**config.mk**
```make
export PLATFORM = sky130hd
export DESIGN_NAME = rf_dump_engine
export DESIGN_NICKNAME = d
export VERILOG_FILES = /design/src/rtl/rf_dump_engine.sv
export SDC_FILE = /design/constraint.sdc
export NUM_CORES = 1
export LEC_CHECK = 0
export ABC_AREA = 1
export BUFFER_PORTS_ARGS = -buffer_cell sky130_fd_sc_hd__buf_2
export CAP_MARGIN = 20
export CORE_UTILIZATION = 51
export DETAILED_ROUTE_END_ITERATION = 10
export HOLD_SLACK_MARGIN = 0.06
export PLACE_DENSITY_LB_ADDON = 0.1
export SYNTH_ARGS = -nofsm -noshare
export SYNTH_HDL_FRONTEND = slang
export SYNTH_SLANG_ARGS = --single-unit
```
**constraint.sdc**
```tcl
create_clock -name clk -period 2.8 [get_ports clk]
set_input_delay 0 -clock clk [delete_from_list [all_inputs] [get_ports clk]]
set_output_delay 0 -clock clk [all_outputs]
set_load 0.05 [all_outputs]
```
**src/rtl/rf_dump_engine.sv**
```systemverilog
// Streams a range of CPU register-file entries out as {addr, data} beats over valid/ready.
// Optional trailing XOR checksum beat when RF_DUMP_CHECKSUM_EN is defined.
module rf_dump_engine #(
  parameter int unsigned ADDR_W = 5,
  parameter int unsigned DATA_W = 32
) (
  input  logic              clk,
  input  logic              rst,
  input  logic              start,
  input  logic [ADDR_W-1:0] first_addr,
  input  logic [ADDR_W-1:0] last_addr,
  output logic              busy,
  output logic              done,
  output logic [ADDR_W-1:0] debug_ra,
  input  logic [DATA_W-1:0] debug_rd,
  output logic              out_valid,
  input  logic              out_ready,
  output logic [ADDR_W-1:0] out_addr,
  output logic [DATA_W-1:0] out_data,
  output logic              out_last,
  output logic              out_is_sum
);

`ifdef RF_DUMP_CHECKSUM_EN
  typedef enum logic [2:0] {IDLE, FETCH, SEND, SUM, DONE} state_t;
`else
  typedef enum logic [2:0] {IDLE, FETCH, SEND, DONE} state_t;
`endif

  state_t            state, state_d;
  logic [ADDR_W-1:0] cur, cur_d;
  logic [ADDR_W-1:0] lim, lim_d;
  logic              busy_d, done_d;
  logic [ADDR_W-1:0] debug_ra_d;
  logic              out_valid_d, out_last_d;
  logic [ADDR_W-1:0] out_addr_d;
  logic [DATA_W-1:0] out_data_d;
`ifdef RF_DUMP_CHECKSUM_EN
  logic [DATA_W-1:0] acc, acc_d;
  logic              is_sum, is_sum_d;
`endif

  // State and registered outputs
  always_ff @(posedge clk) begin
    if (rst) begin
      state     <= IDLE;
      cur       <= '0;
      lim       <= '0;
      busy      <= 1'b0;
      done      <= 1'b0;
      debug_ra  <= '0;
      out_valid <= 1'b0;
      out_addr  <= '0;
      out_data  <= '0;
      out_last  <= 1'b0;
`ifdef RF_DUMP_CHECKSUM_EN
      acc       <= '0;
      is_sum    <= 1'b0;
`endif
    end else begin
      state     <= state_d;
      cur       <= cur_d;
      lim       <= lim_d;
      busy      <= busy_d;
      done      <= done_d;
      debug_ra  <= debug_ra_d;
      out_valid <= out_valid_d;
      out_addr  <= out_addr_d;
      out_data  <= out_data_d;
      out_last  <= out_last_d;
`ifdef RF_DUMP_CHECKSUM_EN
      acc       <= acc_d;
      is_sum    <= is_sum_d;
`endif
    end
  end

  // Next-state and next-output logic; out_data doubles as the captured RF value
  always_comb begin
    state_d     = state;
    cur_d       = cur;
    lim_d       = lim;
    busy_d      = busy;
    done_d      = 1'b0;
    debug_ra_d  = debug_ra;
    out_valid_d = out_valid;
    out_addr_d  = out_addr;
    out_data_d  = out_data;
    out_last_d  = out_last;
`ifdef RF_DUMP_CHECKSUM_EN
    acc_d       = acc;
    is_sum_d    = is_sum;
`endif
    case (state)
      IDLE: begin
        debug_ra_d = '0;
        busy_d     = 1'b0;
        if (start) begin
          if (first_addr <= last_addr) begin
            cur_d      = first_addr;
            lim_d      = last_addr;
            debug_ra_d = first_addr;
            busy_d     = 1'b1;
            state_d    = FETCH;
`ifdef RF_DUMP_CHECKSUM_EN
            acc_d      = '0;
`endif
          end else begin
            done_d  = 1'b1;
            state_d = DONE;
          end
        end
      end
      FETCH: begin
        out_valid_d = 1'b1;
        out_addr_d  = cur;
        out_data_d  = debug_rd;
`ifdef RF_DUMP_CHECKSUM_EN
        out_last_d  = 1'b0;
`else
        out_last_d  = (cur == lim);
`endif
        debug_ra_d  = '0;
        state_d     = SEND;
      end
      SEND: begin
        if (out_ready) begin
          out_valid_d = 1'b0;
          out_last_d  = 1'b0;
          if (cur == lim) begin
`ifdef RF_DUMP_CHECKSUM_EN
            acc_d       = acc ^ out_data;
            out_valid_d = 1'b1;
            out_addr_d  = '0;
            out_data_d  = acc ^ out_data;
            out_last_d  = 1'b1;
            is_sum_d    = 1'b1;
            state_d     = SUM;
`else
            done_d      = 1'b1;
            busy_d      = 1'b0;
            state_d     = DONE;
`endif
          end else begin
`ifdef RF_DUMP_CHECKSUM_EN
            acc_d      = acc ^ out_data;
`endif
            cur_d      = cur + ADDR_W'(1);
            debug_ra_d = cur + ADDR_W'(1);
            state_d    = FETCH;
          end
        end
      end
`ifdef RF_DUMP_CHECKSUM_EN
      SUM: begin
        if (out_ready) begin
          out_valid_d = 1'b0;
          out_last_d  = 1'b0;
          is_sum_d    = 1'b0;
          done_d      = 1'b1;
          busy_d      = 1'b0;
          state_d     = DONE;
        end
      end
`endif
      DONE: begin
        busy_d  = 1'b0;
        state_d = IDLE;
      end
      default: state_d = IDLE;
    endcase
  end

`ifdef RF_DUMP_CHECKSUM_EN
  assign out_is_sum = is_sum;
`else
  assign out_is_sum = 1'b0;
`endif

endmodule
```
==> results.toml, run 1 <==
[run_status]
status = "finished clean"

[floorplanning]
die_w_um = 75.08
core_um2 = 5140
ioPinCount = 93
num_rows = 26
initial_core_util = 0.5299
dieArea_um2 = 5637
fp.dieH_um = 75.08

[pwr]
vdd_drop_max_mv = 0.7844
power.density_nw_per_um2 = 1228
total_power_uw = 4743
cellLeakagePower_uw = 0.001987

[finish]
n_fill_cell = 416
fin_util = 0.7512
areaGrowthSynthToFinish_pct = 41.75
n_antenna_cell = 0
final_common_cell = "nor2_1"
final_nets = 575
drive_above_1_share = 0.2476
layout_common_cells = "101 x nor2_1, 91 x buf_2, 63 x nand2_1"

[timing]
rsz0062_at_grt = "false"
fin_tns_setup_ps = 0
drv_slew = 0
setup_violations = 0
fin_worst_skew_ps = 8.736
hold_viol = 0
timing.final.crit_period_ps = 1936
hold_ws_ps = 96.51
period_share = 0.6914
tightest_slew_ps = 582.2
max_slew_margin = 0.6119
fmax_ghz = 0.5166

[routing]
ant_nets = 0
drc_errors = 0
dr.pass1.iters = 4
vias_per_cell = 4.873
routed-via-count = 2880
wl_per_cell_um = 12.72
drtIter0Drc = 92
routed_wl_mm = 7.519

[cts]
clkSlewWorstSetupHoldPaths_ps = 60
cts_htree_levels = 3
worst_skew_pair.late_latency_ps = 330
cts_setup_buffers = 0
cts_made_buffers = 9
cts_tree = "built"
cts.sinks = 58
root_buffer = "clkbuf_8"
cts_buffer_depth = 2

[synthesis]
synth_nets = 442
ys_ff_latch = 58
synth-edff-count = 0
synth_cell_types = 30
synthArstFlopShare = 0
seq_area_frac_synth = 0.4263
ys.warnings.count = 0
ys.flop_type = "dfxtp_1"
syn_area_per_cell_um2 = 7.093
syn_area_um2 = 2724
netlist_instances = 384

[placement]
place_congestion = 0.8334
dp_hpwl_mm = 4.626
port_buffers = 91

[global_routing]
grt_max_degree = 45
track_usage = 0.2773
grt_first_pass_wirelength_mm = 11.51
grt_antenna_before_repair = 0
grt_pass1_vias = 2585
grt_overflow = 0

[critical_path]
crit_path_max_incr_delay_ps = 530
critPathArrivalTime_ps = 2160
startpoint_type = "register"
path_class = "register to register"
path_max_fanout = 15
critPathCaptureType = "register"
critPathRequiredTime_ps = 3020
critPathSlowestCell = "ha_1"
crit_chain = "inv_1 -> ha_1 -> inv_2 -> nor2_4 -> inv_2 -> o21ai_2 -> nor2_4 -> nand3_4 -> nand2_1 -> nand2_1 -> nor2_1"

[worst_hold_path]
hp-class = "input pin to register"

[flow_run]
maxCapViolCount = 0
==> where the power goes <==
part           leakage (uW)  switching [uW]  internal, uW
Clock              0.000100             323           496
Sequential         0.000477             183          1150
Combinational       0.00141            1910           684
==> logic make-up (layout without fill, tap and decap cells) <==
family | count (synthesis) | count (layout) | share of synthesized area
flip-flops | 58 | 58 | 0.4263
buffers and inverters | 52 | 189 | 0.07395
AO/OA/AOI/OAI | 60 | 60 | 0.1153
multiplexers | 1 | 1 | 0.003675
adder cells (fa/ha/maj) | 12 | 12 | 0.05512
XOR/XNOR | 1 | 1 | 0.003216
AND/OR/NAND/NOR | 199 | 199 | 0.3211
other | 1 | 1 | 0.001377
==> cell type report <==
type	count	area, um^2	area share
clock buffer	12	135.1	0.03500
clock inverter	3	65.06	0.01685
inverter	36	135.1	0.03500
multi-input combinational	274	1361	0.3526
sequential	58	1161	0.3007
tap	70	87.58	0.02268
timing repair buffer	138	915.9	0.2372
==> metrics by stage <==
stage	std cells	instance area (um^2)	setup WS, ps
global route	591	3861	655.2
finish	591	3861	864.2
CTS	591	3861	859.1
global placement	533	3231	917.2
floorplan	384	2724	1278
detailed placement	533	3231	901.6
==> worst paths after layout <==
check        depth (start not counted)          start  slack, ps          end
max                                 11       state[0]        860       cur[4]
min reg2reg                          2       out_last        480     out_last
min                                  5  first_addr[1]        100  debug_ra[1]
max reg2reg                         11       state[0]        860       cur[4]
==> cell usage after synthesis, types with 2 or more instances <==
cell type  number  area [um^2]
a21oi_2         2        17.52
inv_1          30        112.6
ha_1           12        150.1
a21oi_1        14        70.07
nor2_1        101        379.1
nand2_1        63        236.5
inv_2           5        18.77
buf_2           2        10.01
nand4_1         7        43.79
nand2_2         4        25.02
o21ai_0        42        210.2
clkbuf_1       12        45.04
nand3_1        13        65.06
nor2_4          4        45.04
dfxtp_1        58         1161
==> metal layers <==
layer  vias up  share of wire  global-route usage
met4         0          0.027              0.1174
met1      1291           0.43              0.3165
met3        22          0.057             0.09772
met2        95           0.49              0.4705
met5         -              0                   0
li1       1472              -                   -
==> sequential cells by signal, indices dropped and copies added (netlist names), 2 cells and up <==
register  count
cur           5
debug_ra      5
lim           5
out_addr      5
out_data     32
state         2
==> critical path: cells and delay by family, from the launching register on <==
family,cells,cell delay [ps]
flops,1,360
buf+inv,3,320
fa+ha+maj,1,530
compound gates,1,110
simple gates,6,510
==> repair_timing <==
action,in CTS,in global routing
endpoints found under the hold margin,46,0
hold buffers,43,0
gates resized for setup,0,0
No activity file was read; power rests on OpenSTA's default activity.
==> inputs of run 2 (changes only) <==
--- a/config.mk
+++ b/config.mk
@@ -8,7 +8,7 @@
 export ABC_AREA = 1
 export BUFFER_PORTS_ARGS = -buffer_cell sky130_fd_sc_hd__buf_2
 export CAP_MARGIN = 20
-export CORE_UTILIZATION = 51
+export CORE_UTILIZATION = 50
 export DETAILED_ROUTE_END_ITERATION = 10
 export HOLD_SLACK_MARGIN = 0.06
 export PLACE_DENSITY_LB_ADDON = 0.1
==> constraint.sdc (replaced) <==
create_clock -name clk -period 1.8 [get_ports clk]
set_input_delay 0 -clock clk [delete_from_list [all_inputs] [get_ports clk]]
set_output_delay 0 -clock clk [all_outputs]
set_load 0.05 [all_outputs]
==> run 2 against run 1 <==
Routed wire length is 2.0% lower. Final area grew 1.4%. Die area up 2.0%. Utilization rose by 0.54 points. Sequential share of layout area shrank 0.40 points. Flip-flop and latch count is the same. Hold slack got worse by 25 ps. Critical endpoint unchanged. Largest cell class unchanged. Highest routed layer unchanged.
==> results.toml, run 2 (synthesis gave the netlist of run 1 again) <==
[finish]
largest_register = "out_data"
n_antenna_cell = 0
fin_util = 0.7567
n_fill_cell = 397
final_cell_area_um2 = 3914
largest_reg_flops = 32
final_common_cell = "nor2_1"
areaGrowthSynthToFinish_pct = 43.68
final_nets = 578
drive_above_1_share = 0.2629
layout_common_cells = "101 x nor2_1, 91 x buf_2, 61 x nand2_1"

[worst_hold_path]
hp-class = "input pin to register"
hold_depth = 5
holdCritStartpoint = "first_addr[0]"

[critical_path]
startpoint_type = "register"
critPathRequiredTime_ps = 2030
critPathArrivalTime_ps = 1830
critPathCaptureType = "register"
path_class = "register to register"
rr_startpoint = "state[1]"
path_max_fanout = 8
crit_start = "state[1]"
r2r_cells = 9

[global_routing]
grt_antenna_before_repair = 0
grtUsageMet3 = 0.1085
grt_overflow = 0
track_usage = 0.2789
grt_max_degree = 33
grt_first_pass_wirelength_mm = 11.73
grtUsageMet2 = 0.4818
grt_pass1_vias = 2636
busiest_layer = "met2"
use_met1 = 0.3151

[placement]
place_congestion = 0.8637
port_buffers = 91
dp_hpwl_mm = 4.669
dpl-instance-area_um2 = 3273

[floorplanning]
die_w_um = 75.81
core_um2 = 5172
dieArea_um2 = 5747
fp.dieH_um = 75.81
num_rows = 26
initial_core_util = 0.5266
ioPinCount = 93

[cts]
cts_htree_levels = 3
cts_made_buffers = 9
root_buffer = "clkbuf_8"
cts_setup_buffers = 0
worst_skew_pair.late_latency_ps = 330
cts_tree = "built"
cts_buffer_depth = 2
clkSlewWorstSetupHoldPaths_ps = 70
cts.sinks = 58

[flow_run]
maxCapViolCount = 0

[pwr]
cellLeakagePower_uw = 0.002016
seqPwrFrac = 0.278
vdd_drop_max_mv = 1.290
pwr-share-comb = 0.560
total_power_uw = 7383
power.density_nw_per_um2 = 1886
sw_frac_of_total = 0.5094
p_clk_frac = 0.162
switching_power_uw = 3760
p_int_uw = 3622

[routing]
routed_wl_mm = 7.371
dr.pass1.iters = 4
drtIter0Drc = 114
routed-via-count = 2846
wl_per_cell_um = 12.39
drc_errors = 0
vias_per_cell = 4.783
ant_nets = 0

[timing]
fin_worst_skew_ps = 8.729
drv_slew = 0
period_share = 0.8861
timing.final.crit_period_ps = 1595
rsz0062_at_grt = "false"
setup_violations = 0
hold_ws_ps = 71.27
hold_viol = 0
fmax_ghz = 0.6269
fin_tns_setup_ps = 0

[run_status]
status = "finished clean"
-- run 2: changes by cell type in the layout (fill, tap and decap cells not counted), sizes merged --
cell,change
dlygate4sd3,-1
buf,+4
bufinv,-1
clkbuf,+2
-- run 2: metrics by stage --
step / setup WS, ps / std cells
2_1_floorplan: 277.9 / 384
3_3_place_gp: 323.7 / 537
3_5_place_dp: 263.8 / 537
4_1_cts: 141.6 / 595
5_1_grt: 24.23 / 595
6_report: 204.9 / 595
-- run 2: area by class of cell --
class / count / area, um^2 / share of cell area
Inverter: 36 / 135.1 / 0.03453
Clock inverter: 2 / 35.03 / 0.008951
Clock buffer: 14 / 162.7 / 0.04156
Tap cell: 70 / 87.58 / 0.02238
Timing Repair Buffer: 141 / 948.4 / 0.2423
Sequential cell: 58 / 1161 / 0.2967
Multi-Input combinational cell: 274 / 1384 / 0.3536
-- run 2: final timing paths --
| kind | endpoint | slack [ps] |
|---|---|---|
| max | cur[4] | 200 |
| min | debug_ra[0] | 70 |
| max reg2reg | cur[4] | 200 |
| min reg2reg | out_last | 470 |
-- run 2: what timing repair did --
| item | 4_1_cts | 5_1_grt |
|---|---|---|
| hold buffers | 42 | 0 |
| endpoints found under the setup margin | 0 | 15 |
| endpoints found under the hold margin | 45 | 0 |
| resized for setup | 0 | 5 |
-- run 2: metal layers --
metal	wire (um)	part of all wire
met2	3600	0.49
met4	107	0.015
met1	3252	0.44
met5	0	0
met3	411	0.056
-- run 2: power groups by stage --
stage,Sequential [uW],Combinational [uW],Clock [uW]
floorplan,3400,1770,0
global placement,2050,3970,0
detailed placement,2070,4000,0
CTS,2050,4090,1210
global route,2120,4520,1290
finish,2060,4130,1200
-- run 2: critical path, stage by stage, from the launching register on --
cell     delay (ps)
dfxtp_1         340
inv_1           110
ha_1            330
inv_1           120
o21ai_2         260
nor2_4           70
nand3_4         130
nand2_1          60
nand2_1          50
nor2_1           30
